$ cat src/rtl/jtag_master_pkg.sv
// Shared types and TMS patterns for the JTAG master sequencer.
// A pattern's bit k is the TMS value of tick k of that segment.
package jtag_master_pkg;

   typedef enum logic [1:0] {
      OP_RESET   = 2'd0,
      OP_SCAN_IR = 2'd1,
      OP_SCAN_DR = 2'd2,
      OP_RSVD    = 2'd3
   } jtag_op_e;

   localparam int         JTAG_RESET_TICKS = 6;
   localparam logic [7:0] RESET_TMS        = 8'b0001_1111;
   localparam int         IR_HDR_LEN       = 4;
   localparam logic [7:0] IR_HDR_TMS       = 8'b0000_0011;
   localparam int         DR_HDR_LEN       = 3;
   localparam logic [7:0] DR_HDR_TMS       = 8'b0000_0001;
   localparam int         TRL_LEN          = 2;
   localparam logic [7:0] TRL_TMS          = 8'b0000_0001;

   typedef struct packed {
      logic       tms;
      logic       shift;
      logic [4:0] bit_idx;
      logic       last;
   } tick_t;

   function automatic logic bit_at(input logic [7:0] pat, input int k);
      logic [7:0] s;
      s = pat >> k;
      return s[0];
   endfunction

   // What tick idx of a command looks like: TMS, whether it shifts a data bit, and which one.
   function automatic tick_t tick_decode(input jtag_op_e op, input logic [4:0] len,
                                         input logic [5:0] idx);
      tick_t t;
      int    k;
      int    hdr;
      int    n_shift;
      t       = '0;
      k       = int'(idx);
      n_shift = int'(len) + 1;
      hdr     = (op == OP_SCAN_IR) ? IR_HDR_LEN : DR_HDR_LEN;
      if (op == OP_RESET) begin
         t.tms  = bit_at(RESET_TMS, k);
         t.last = (k == JTAG_RESET_TICKS - 1);
      end else if (k < hdr) begin
         t.tms = bit_at((op == OP_SCAN_IR) ? IR_HDR_TMS : DR_HDR_TMS, k);
      end else if (k < hdr + n_shift) begin
         t.shift   = 1'b1;
         t.bit_idx = 5'(k - hdr);
         t.tms     = (k == hdr + n_shift - 1);
      end else begin
         t.tms  = bit_at(TRL_TMS, k - hdr - n_shift);
         t.last = (k == hdr + n_shift + TRL_LEN - 1);
      end
      return t;
   endfunction

endpackage

$ cat src/rtl/jtag_tck_gen.sv
// TCK phase generator: CLK_DIV cycles low then CLK_DIV cycles high while active.
// Strobes mark the last cycle of each phase; tck itself comes straight from a flop.
module jtag_tck_gen #(
   parameter int CLK_DIV = 2
) (
   input  logic clk,
   input  logic rst_n,
   input  logic active,
   output logic tck,
   output logic fall_stb,
   output logic rise_stb
);

   localparam int            CW      = (CLK_DIV > 1) ? $clog2(CLK_DIV) : 1;
   localparam logic [CW-1:0] PH_LAST = CW'(CLK_DIV - 1);

   logic [CW-1:0] cnt;
   logic          ph_end;

   assign ph_end   = active & (cnt == PH_LAST);
   assign rise_stb = ph_end & ~tck;
   assign fall_stb = ph_end & tck;

   // NOTE: state updates use <= so every flop samples pre-edge values, whatever the statement order.
   always_ff @(posedge clk) begin
      if (!rst_n) begin
         cnt <= '0;
         tck <= 1'b0;
      end else if (!active) begin
         cnt <= '0;
         tck <= 1'b0;
      end else if (ph_end) begin
         cnt <= '0;
         tck <= ~tck;
      end else begin
         cnt <= cnt + 1'b1;
      end
   end

endmodule

$ cat src/rtl/jtag_master_seq.sv
// JTAG master sequencer: expands one RESET/SCAN_IR/SCAN_DR command into TCK ticks,
// captures TDO during shift ticks and always returns the TAP to Run-Test/Idle.
module jtag_master_seq
   import jtag_master_pkg::*;
#(
   parameter int CLK_DIV = 2,
   parameter int DATA_W  = 32
) (
   input  logic              clk,
   input  logic              rst_n,
   input  logic              cmd_valid,
   output logic              cmd_ready,
   input  logic [1:0]        cmd_op,
   input  logic [4:0]        cmd_len,
   input  logic [DATA_W-1:0] cmd_data,
   output logic              rsp_valid,
   output logic              rsp_err,
   output logic [DATA_W-1:0] rsp_data,
   output logic              tck,
   output logic              tms,
   output logic              tdi,
   input  logic              tdo,
   output logic              busy,
   output logic              tap_idle
);

   typedef enum logic [1:0] {S_IDLE, S_LOW, S_HIGH, S_RESP} state_e;

   state_e            state, state_nxt;
   jtag_op_e          op_in, op_q, dec_op;
   logic [4:0]        len_q, dec_len;
   logic [5:0]        tick_q, dec_idx;
   logic [DATA_W-1:0] data_q, dec_data;
   tick_t             cur_q, dec;
   logic              accept, reject, fall_stb, rise_stb;

   assign op_in     = jtag_op_e'(cmd_op);
   assign cmd_ready = ((state == S_IDLE) | (state == S_RESP)) & rst_n;
   assign accept    = cmd_valid & cmd_ready;
   // A scan only makes sense from a known Run-Test/Idle position.
   assign reject    = (op_in == OP_RSVD) | ((op_in != OP_RESET) & ~tap_idle);
   assign busy      = (state == S_LOW) | (state == S_HIGH);
   assign rsp_valid = (state == S_RESP);
   assign tms       = cur_q.tms;

   jtag_tck_gen #(.CLK_DIV(CLK_DIV)) u_tck_gen (
      .clk      (clk),
      .rst_n    (rst_n),
      .active   (busy),
      .tck      (tck),
      .fall_stb (fall_stb),
      .rise_stb (rise_stb)
   );

   always_ff @(posedge clk) begin
      if (!rst_n) state <= S_IDLE;
      else        state <= state_nxt;
   end

   // NOTE: every output of this block gets a default first, so no path can infer a latch.
   always_comb begin
      state_nxt = state;
      dec_op    = op_q;
      dec_len   = len_q;
      dec_idx   = tick_q + 6'd1;
      dec_data  = data_q;
      if (accept) begin
         dec_op   = op_in;
         dec_len  = cmd_len;
         dec_idx  = 6'd0;
         dec_data = cmd_data;
      end
      case (state)
         S_IDLE, S_RESP: begin
            if (accept) state_nxt = reject ? S_RESP : S_LOW;
            else        state_nxt = S_IDLE;
         end
         S_LOW:   if (rise_stb) state_nxt = S_HIGH;
         S_HIGH:  if (fall_stb) state_nxt = cur_q.last ? S_RESP : S_LOW;
         default: state_nxt = S_IDLE;
      endcase
   end

   assign dec = tick_decode(dec_op, dec_len, dec_idx);

   // Next-tick TMS/TDI are loaded on entry to LOW: at acceptance or at the end of HIGH.
   always_ff @(posedge clk) begin
      if (!rst_n) begin
         cur_q    <= '{tms: 1'b1, shift: 1'b0, bit_idx: 5'd0, last: 1'b0};
         tdi      <= 1'b0;
         op_q     <= OP_RESET;
         len_q    <= '0;
         data_q   <= '0;
         tick_q   <= '0;
         rsp_err  <= 1'b0;
         rsp_data <= '0;
         tap_idle <= 1'b0;
      end else if (accept) begin
         rsp_err  <= reject;
         rsp_data <= '0;
         if (!reject) begin
            op_q     <= op_in;
            len_q    <= cmd_len;
            data_q   <= cmd_data;
            tick_q   <= '0;
            cur_q    <= dec;
            tdi      <= dec.shift & dec_data[dec.bit_idx];
            tap_idle <= 1'b0;
         end
      end else if (rise_stb) begin
         if (cur_q.shift) rsp_data[cur_q.bit_idx] <= tdo;
      end else if (fall_stb) begin
         if (cur_q.last) begin
            tap_idle <= 1'b1;
         end else begin
            tick_q <= dec_idx;
            cur_q  <= dec;
            tdi    <= dec.shift & dec_data[dec.bit_idx];
         end
      end
   end

endmodule

$ cat config.mk
export PLATFORM = sky130hd
export DESIGN_NAME = jtag_master_seq
export DESIGN_NICKNAME = d
export VERILOG_FILES = /design/src/rtl/jtag_master_pkg.sv /design/src/rtl/jtag_tck_gen.sv /design/src/rtl/jtag_master_seq.sv
export SDC_FILE = /design/constraint.sdc
export NUM_CORES = 1
export LEC_CHECK = 0
export CAP_MARGIN = 20
export CELL_PAD_IN_SITES_DETAIL_PLACEMENT = 0
export CELL_PAD_IN_SITES_GLOBAL_PLACEMENT = 1
export CORE_MARGIN = 3
export CORE_UTILIZATION = 44
export CTS_CLUSTER_DIAMETER = 120
export DETAILED_ROUTE_END_ITERATION = 10
export GPL_TIMING_DRIVEN = 0
export MAX_ROUTING_LAYER = met4
export PLACE_DENSITY = 0.89
export SYNTH_ARGS = -nofsm -noshare
export SYNTH_HDL_FRONTEND = slang
export SYNTH_HIERARCHICAL = 1
export SYNTH_SLANG_ARGS = --single-unit
$ cat constraint.sdc
create_clock -name clk -period 13.4 [get_ports clk]
set_clock_uncertainty 0.15 [all_clocks]
set_input_delay 2.01 -clock clk [delete_from_list [all_inputs] [get_ports clk]]
set_output_delay 2.01 -clock clk [all_outputs]
set_load 0.05 [all_outputs]
==> flow_metrics.tcl, run 1 <==
set metrics [dict create \
    synth_nets 795 \
    die_y_um 120 \
    start_kind "input port" \
    cts-buffers-inserted 9 \
    grt_usage_pct 22.7 \
    io_pins 83 \
    antenna_found_initial 0 \
    max_freq_ghz 0.126 \
    htreeDepth 3 \
    drive_above_1_share_pct 5.09 \
    grt_pass1_wl_mm 26.0 \
    wl_mm 15.8 \
    seq_area_frac_synth_pct 32.0 \
    post_cts_buffers 0 \
    drcViolationCount 0 \
    dieArea_um2 14500 \
    finalHoldViolCount 0 \
    cp_data_required_time_ns 13.48 \
    post_drt_wl_per_cell_um 15.8 \
    core_region_area_um2 12700 \
    rows 41 \
    min_path_type "flop to flop" \
    cts_root_buf "clkbuf_16" \
    r2r-end "tdi" \
    synth_cell_type_count 65 \
    synth-edff-count 0 \
    cap_violations 0 \
    synth.cell_area_um2 5760 \
    area_growth_pct 23.9 \
    via_per_inst 5.45 \
    rr_worst_depth 26 \
    irDropWorstVdd_uv 117 \
    clk_pin_slew_ns 0.06 \
    grtUsageMet3_pct 5.10 \
    drtIter0Drc 386 \
    placed_area_um2 6800 \
    holdPathEnd "rsp_data[8]" \
    min_path_cells 2 \
    grt_max_degree 16 \
    ant_nets 0 \
    max_slew.worst_pin.slew_ns 0.952 \
    netlist_instances 727 \
    nets 888 \
    synthArstFlopShare_pct 0 \
    crit_path_end_kind "flop" \
    synth_top_flop_cell "dfxtp_1" \
    relSlewSlack_pct 36.0 \
    final_common_cell "nand2_1" \
    finalSetupTns_ns 0 \
    hold_buffers 0 \
    power_density_nw_per_um2 130 \
    worst-path-max-fanout 10 \
    io_buffers 82 \
    antenna_cells 0 \
    ctsResizeCount 0 \
    r2r_start "state[0]" \
    grt_util_met1_pct 28.9 \
    ys_seq_elements 92 \
    hpwlAfterDp_mm 12.0 \
    initial_core_util_pct 45.3 \
    die_w_um 120 \
    setup_viol 0 \
    clockBufferDepth 2 \
    synth_warnings 6 \
    period_needed_ns 7.94 \
    place_congestion 0.908 \
    rsz0062_at_grt "no" \
    fin_crit_sh_pct 59.3 \
    vias 5431 \
    crit_type "input port to flop" \
    grt_overflow 0 \
    slew_viol_final 0 \
    avgSynthCellArea_um2 7.93 \
    clkSinkCount 92 \
    clk_latency_ns 0.36 \
    setup.reg_to_reg.worst_slack_ns 6.88 \
    busiest_layer "met2" \
    drt_pre_antenna_iters 5 \
    cts_tree "built" \
    outcome "completed" \
    fin_area_um2 7140 \
    grt_pass1_vias 5289 \
    crit_arrival_ns 8.03 \
    p_leak_nw 2.54 \
    holdCritStartpoint "rsp_data[8]" \
    final_cell_mix "nand2_1, dfxtp_1, clkdlybuf4s50_1" \
    use_met2_pct 36.6 \
]
how the worst max path moves through the flow:
stage	startpoint	end	slack [ns]	cells after the start
after floorplan	rst_n	tdi	6.71	24
after global placement	rst_n	tdi	5.09	26
after detailed placement	rst_n	tdi	5.12	26
after CTS	rst_n	tdi	5.45	26
after global routing	rst_n	tdi	5.09	26
final	rst_n	tdi	5.46	26
report_power, final:
part	switching, mW	internal (mW)	leakage [nW]
clock network	0.112	0.183	0.163
logic	0.203	0.138	1.63
registers	0.00861	0.284	0.743
metal layers:
| metal | wire length [um] | share of wire [%] |
|---|---|---|
| met1 | 7110 | 45 |
| met2 | 7380 | 47 |
| met3 | 973 | 6.2 |
| met4 | 308 | 2.0 |
| met5 | 0 | 0 |
cell type report:
type | count | area (um^2)
clock inverter | 6 | 111
inverter | 29 | 109
timing repair buffer | 82 | 821
buffer | 38 | 166
clock buffer | 10 | 229
multi-input combinational | 568 | 3640
fill | 1221 | 5580
tap | 172 | 215
sequential | 92 | 1840
flip-flops by register name, indices dropped and copies added, names as in the netlist:
register       count
data_q            32
rsp_data          32
cur_q              7
tick_q             6
len_q              5
op_q               2
state              2
rsp_err            1
tap_idle           1
tdi                1
tms                1
u_tck_gen/cnt      1
u_tck_gen/tck      1
kinds of logic after synthesis:
group / after synthesis / share of synthesized area, %
adder cells (fa/ha/maj): 28 / 6.23
other: 1 / 0.0651
AO/OA/AOI/OAI: 173 / 19.9
multiplexers: 26 / 8.47
buffers and inverters: 67 / 4.78
flip-flops: 92 / 32.0
XOR/XNOR: 29 / 4.41
AND/OR/NAND/NOR: 311 / 24.2
worst max-delay path, stage by stage:
cell and delay, ns:
clkdlybuf4s50_1 0.48, buf_4 0.17, and3_1 0.17, buf_4 0.22
clkbuf_1 0.56, nand2_1 0.12, nand2_1 0.11, ha_1 0.29
nand2b_1 0.14, a21oi_1 0.10, or2_2 0.36, ha_1 0.32
xnor2_1 0.36, inv_1 0.21, ha_1 0.32, o21ai_0 0.08
nand2b_1 0.09, maj3_2 0.34, o22a_4 0.24, nor2_4 0.27
buf_6 0.21, mux4_2 0.32, a22oi_1 0.23, o211ai_1 0.12
nand3_1 0.10, nand3_1 0.08
metrics by stage:
stage	total power [mW]	cells	util, %	hold WS [ns]	setup WS (ns)
2_1_floorplan	0.545	727	-	0.284	6.71
3_3_place_gp	0.625	981	53.4	0.292	5.09
3_5_place_dp	0.634	981	53.4	0.302	5.12
4_1_cts	0.930	997	56.1	0.311	5.45
5_1_grt	0.980	997	56.1	0.327	5.09
6_report	0.928	997	56.1	0.309	5.46
synthesized netlist by cell type, drive strengths merged, types with 3 or more instances:
cell	count	area, um^2
nand2	163	612
dfxtp	92	1840
a21oi	47	235
nor2	46	180
a21boi	45	338
nand3	37	190
o21ai	37	185
clkbuf	30	113
inv	29	109
ha	23	288
xnor2	17	149
mux4	15	372
nand2b	12	75.1
xor2	12	105
mux2i	9	90.1
nor2b	9	56.3
nor3	9	45.0
a22oi	8	60.1
buf	8	53.8
and2	6	37.5
o211ai	6	55.1
a21o	5	37.5
nor3b	5	37.5
and3	4	26.3
nand3b	4	30.0
nand4	4	25.0
nor4	4	25.0
a31oi	3	18.8
maj3	3	31.3
or2	3	18.8
or3	3	18.8
Note: power is estimated with default switching activity, not from simulation.
==> run 2: changes to the inputs <==
CORE_UTILIZATION = 37   (was 44)
PLACE_DENSITY = 0.8   (was 0.89)
clock period = 6.6 ns   (was 13.4 ns; I/O delays follow)
==> run 2 against run 1 <==
  * Sequential share of layout area about the same
  * Clock power up 68%
  * Hold slack improved by 0.0014 ns
  * Wire length rose by 3.6%
  * Sequential power increased by 100%
  * Flip-flop and latch count stayed put
  * Critical path depth fell by 2
  * Critical path type unchanged
  * Largest power group unchanged
==> flow_metrics.tcl, run 2 (synthesis gave the netlist of run 1 again) <==
set metrics [dict create \
    cap_violations 0 \
    multi_input_area_um2 3650 \
    max_freq_ghz 0.161 \
    die_y_um 131 \
    slew_viol_final 0 \
    use_met2_pct 32.8 \
    finalHoldViolCount 0 \
    worst-path-max-fanout 10 \
    hold_buffers 0 \
    p_leak_nw 2.54 \
    final_common_cell "nand2_1" \
    netSwitchingFraction_pct 37.2 \
    core_region_area_um2 14900 \
    setup_viol 0 \
    cp_num_cells 24 \
    initial_core_util_pct 38.8 \
    htreeDepth 3 \
    drcViolationCount 0 \
    post_drt_wl_per_cell_um 16.1 \
    nets 891 \
    drt_pre_antenna_iters 5 \
    antenna_cells 0 \
    clockBufferDepth 2 \
    busiest_layer "met2" \
    whs_ns 0.310 \
    fin_area_um2 7130 \
    min_path_cells 2 \
    path_cells "clkdlybuf4s50_1 > buf_4 > and3_1 > buf_4 > buf_4 > nand2_1 > nand2_1 > ha_2 > nand2b_1 > a21oi_1 > or2_2 > ha_1 > a31o_1 > a311oi_2 > xnor2_1 > maj3_2 > o22a_4 > nor2_4 > buf_6 > mux4_1 > a22oi_1 > o211ai_2 > o211ai_2 > nand3_1" \
    grt_max_degree 20 \
    cts-buffers-inserted 9 \
    clkPwrFrac_pct 27.6 \
    antenna_found_initial 0 \
    pwr-share-comb_pct 39.3 \
    clk_latency_ns 0.35 \
    reg_top3 "data_q (32), rsp_data (32), cur_q (7)" \
    rows 44 \
    grt_util_met1_pct 25.4 \
    grt_usage_pct 19.8 \
    final_cell_mix "nand2_1, dfxtp_1, clkdlybuf4s50_1" \
    rr_worst_depth 24 \
    ant_nets 0 \
    clkSinkCount 92 \
    placed_cells 993 \
    crit_arrival_ns 6.32 \
    crit_path_end_kind "flop" \
    grtUsageMet3_pct 3.21 \
    clk_pin_slew_ns 0.07 \
    finalSetupTns_ns 0 \
    power_density_nw_per_um2 251 \
    cts_root_buf "clkbuf_16" \
    fillers 1456 \
    grt_pass1_wl_mm 26.2 \
    area_growth_pct 23.8 \
    relSlewSlack_pct 35.4 \
    wl_mm 16.3 \
    drive_above_1_share_pct 6.04 \
    placed_area_um2 6810 \
    io_pins 83 \
    dp_slack_ns -0.799 \
    hpwlAfterDp_mm 12.5 \
    min_path_type "flop to flop" \
    via_per_inst 5.43 \
    period_needed_ns 6.23 \
    fin_crit_sh_pct 94.4 \
    p_seq_share_pct 33.1 \
    rsz0062_at_grt "no" \
    cts_tree "built" \
    final_cells 1012 \
    vias 5492 \
    grt_pass1_vias 5230 \
    cp_data_required_time_ns 6.69 \
    critPathBufInv 5 \
    max_slew.worst_pin.slew_ns 0.962 \
    register_area_um2 1840 \
    grt_overflow 0 \
    start_kind "input port" \
    io_buffers 82 \
    intPower_mw 1.13 \
    slowest_stage "clkdlybuf4s50_1" \
    die_w_um 131 \
    p_sw_uw 667 \
    outcome "completed" \
    irDropWorstVdd_uv 166 \
    crit_family "buffers and inverters" \
    dieArea_um2 17100 \
    cp_common_cell "buf_4" \
    place_congestion 0.914 \
    crit_type "input port to flop" \
    setup_ws_ns 0.371 \
    cp_slowest_stage_delay_ns 0.49 \
    drtIter0Drc 338 \
]
[run 2: stage by stage]
step	util [%]	power, mW
6_report	48.0	1.79
2_1_floorplan	-	1.11
3_3_place_gp	45.8	1.27
3_5_place_dp	45.8	1.30
4_1_cts	47.8	1.80
5_1_grt	48.0	1.90
[run 2: final cells by class]
class                           count  area share (%)
Sequential cell                    92            25.8
Multi-Input combinational cell    568            51.2
Tap cell                          184            3.23
Clock inverter                      7           0.789
Inverter                           29            1.53
Buffer                             37            2.33
Timing Repair Buffer               86            11.9
Clock buffer                        9            3.16
[run 2: repair_timing]
action / CTS / global route
pin swaps: 0 / 2
setup buffers: 0 / 4
setup endpoints to repair: 2 / 2
endpoints found under the hold margin: 0 / 0
resized for setup: 3 / 3
[run 2: final timing paths]
check / start / endpoint / slack, ns
max: rst_n / tdi / 0.37
min: rsp_data[8] / rsp_data[8] / 0.31
max reg2reg: state[0] / tdi / 0.87
min reg2reg: rsp_data[8] / rsp_data[8] / 0.31
[run 2: power by group through the flow]
stage / clock (mW) / sequential, mW / combinational, mW
global route: 0.524 / 0.597 / 0.777
CTS: 0.508 / 0.593 / 0.696
global placement: 0 / 0.604 / 0.670
finish: 0.495 / 0.593 / 0.706
detailed placement: 0 / 0.606 / 0.690
floorplan: 0 / 0.611 / 0.495
[run 2: metal layers]
metal / vias to the layer above / wire length (um)
li1: 2723 / -
met1: 2605 / 7710
met2: 150 / 7700
met3: 14 / 760
met4: 0 / 157
met5: - / 0
[run 2: tightest hold or removal path, cell delays in order (launching register included)]
cell,delay (ns)
dfxtp_1,0.31
nand2_1,0.05
a21oi_1,0.05
==> run 3: changes to the inputs <==
HOLD_SLACK_MARGIN = 0.05   (was not set)
==> results of run 3 <==
No change in the layout: final DEF, timing and power equal those of run 2.
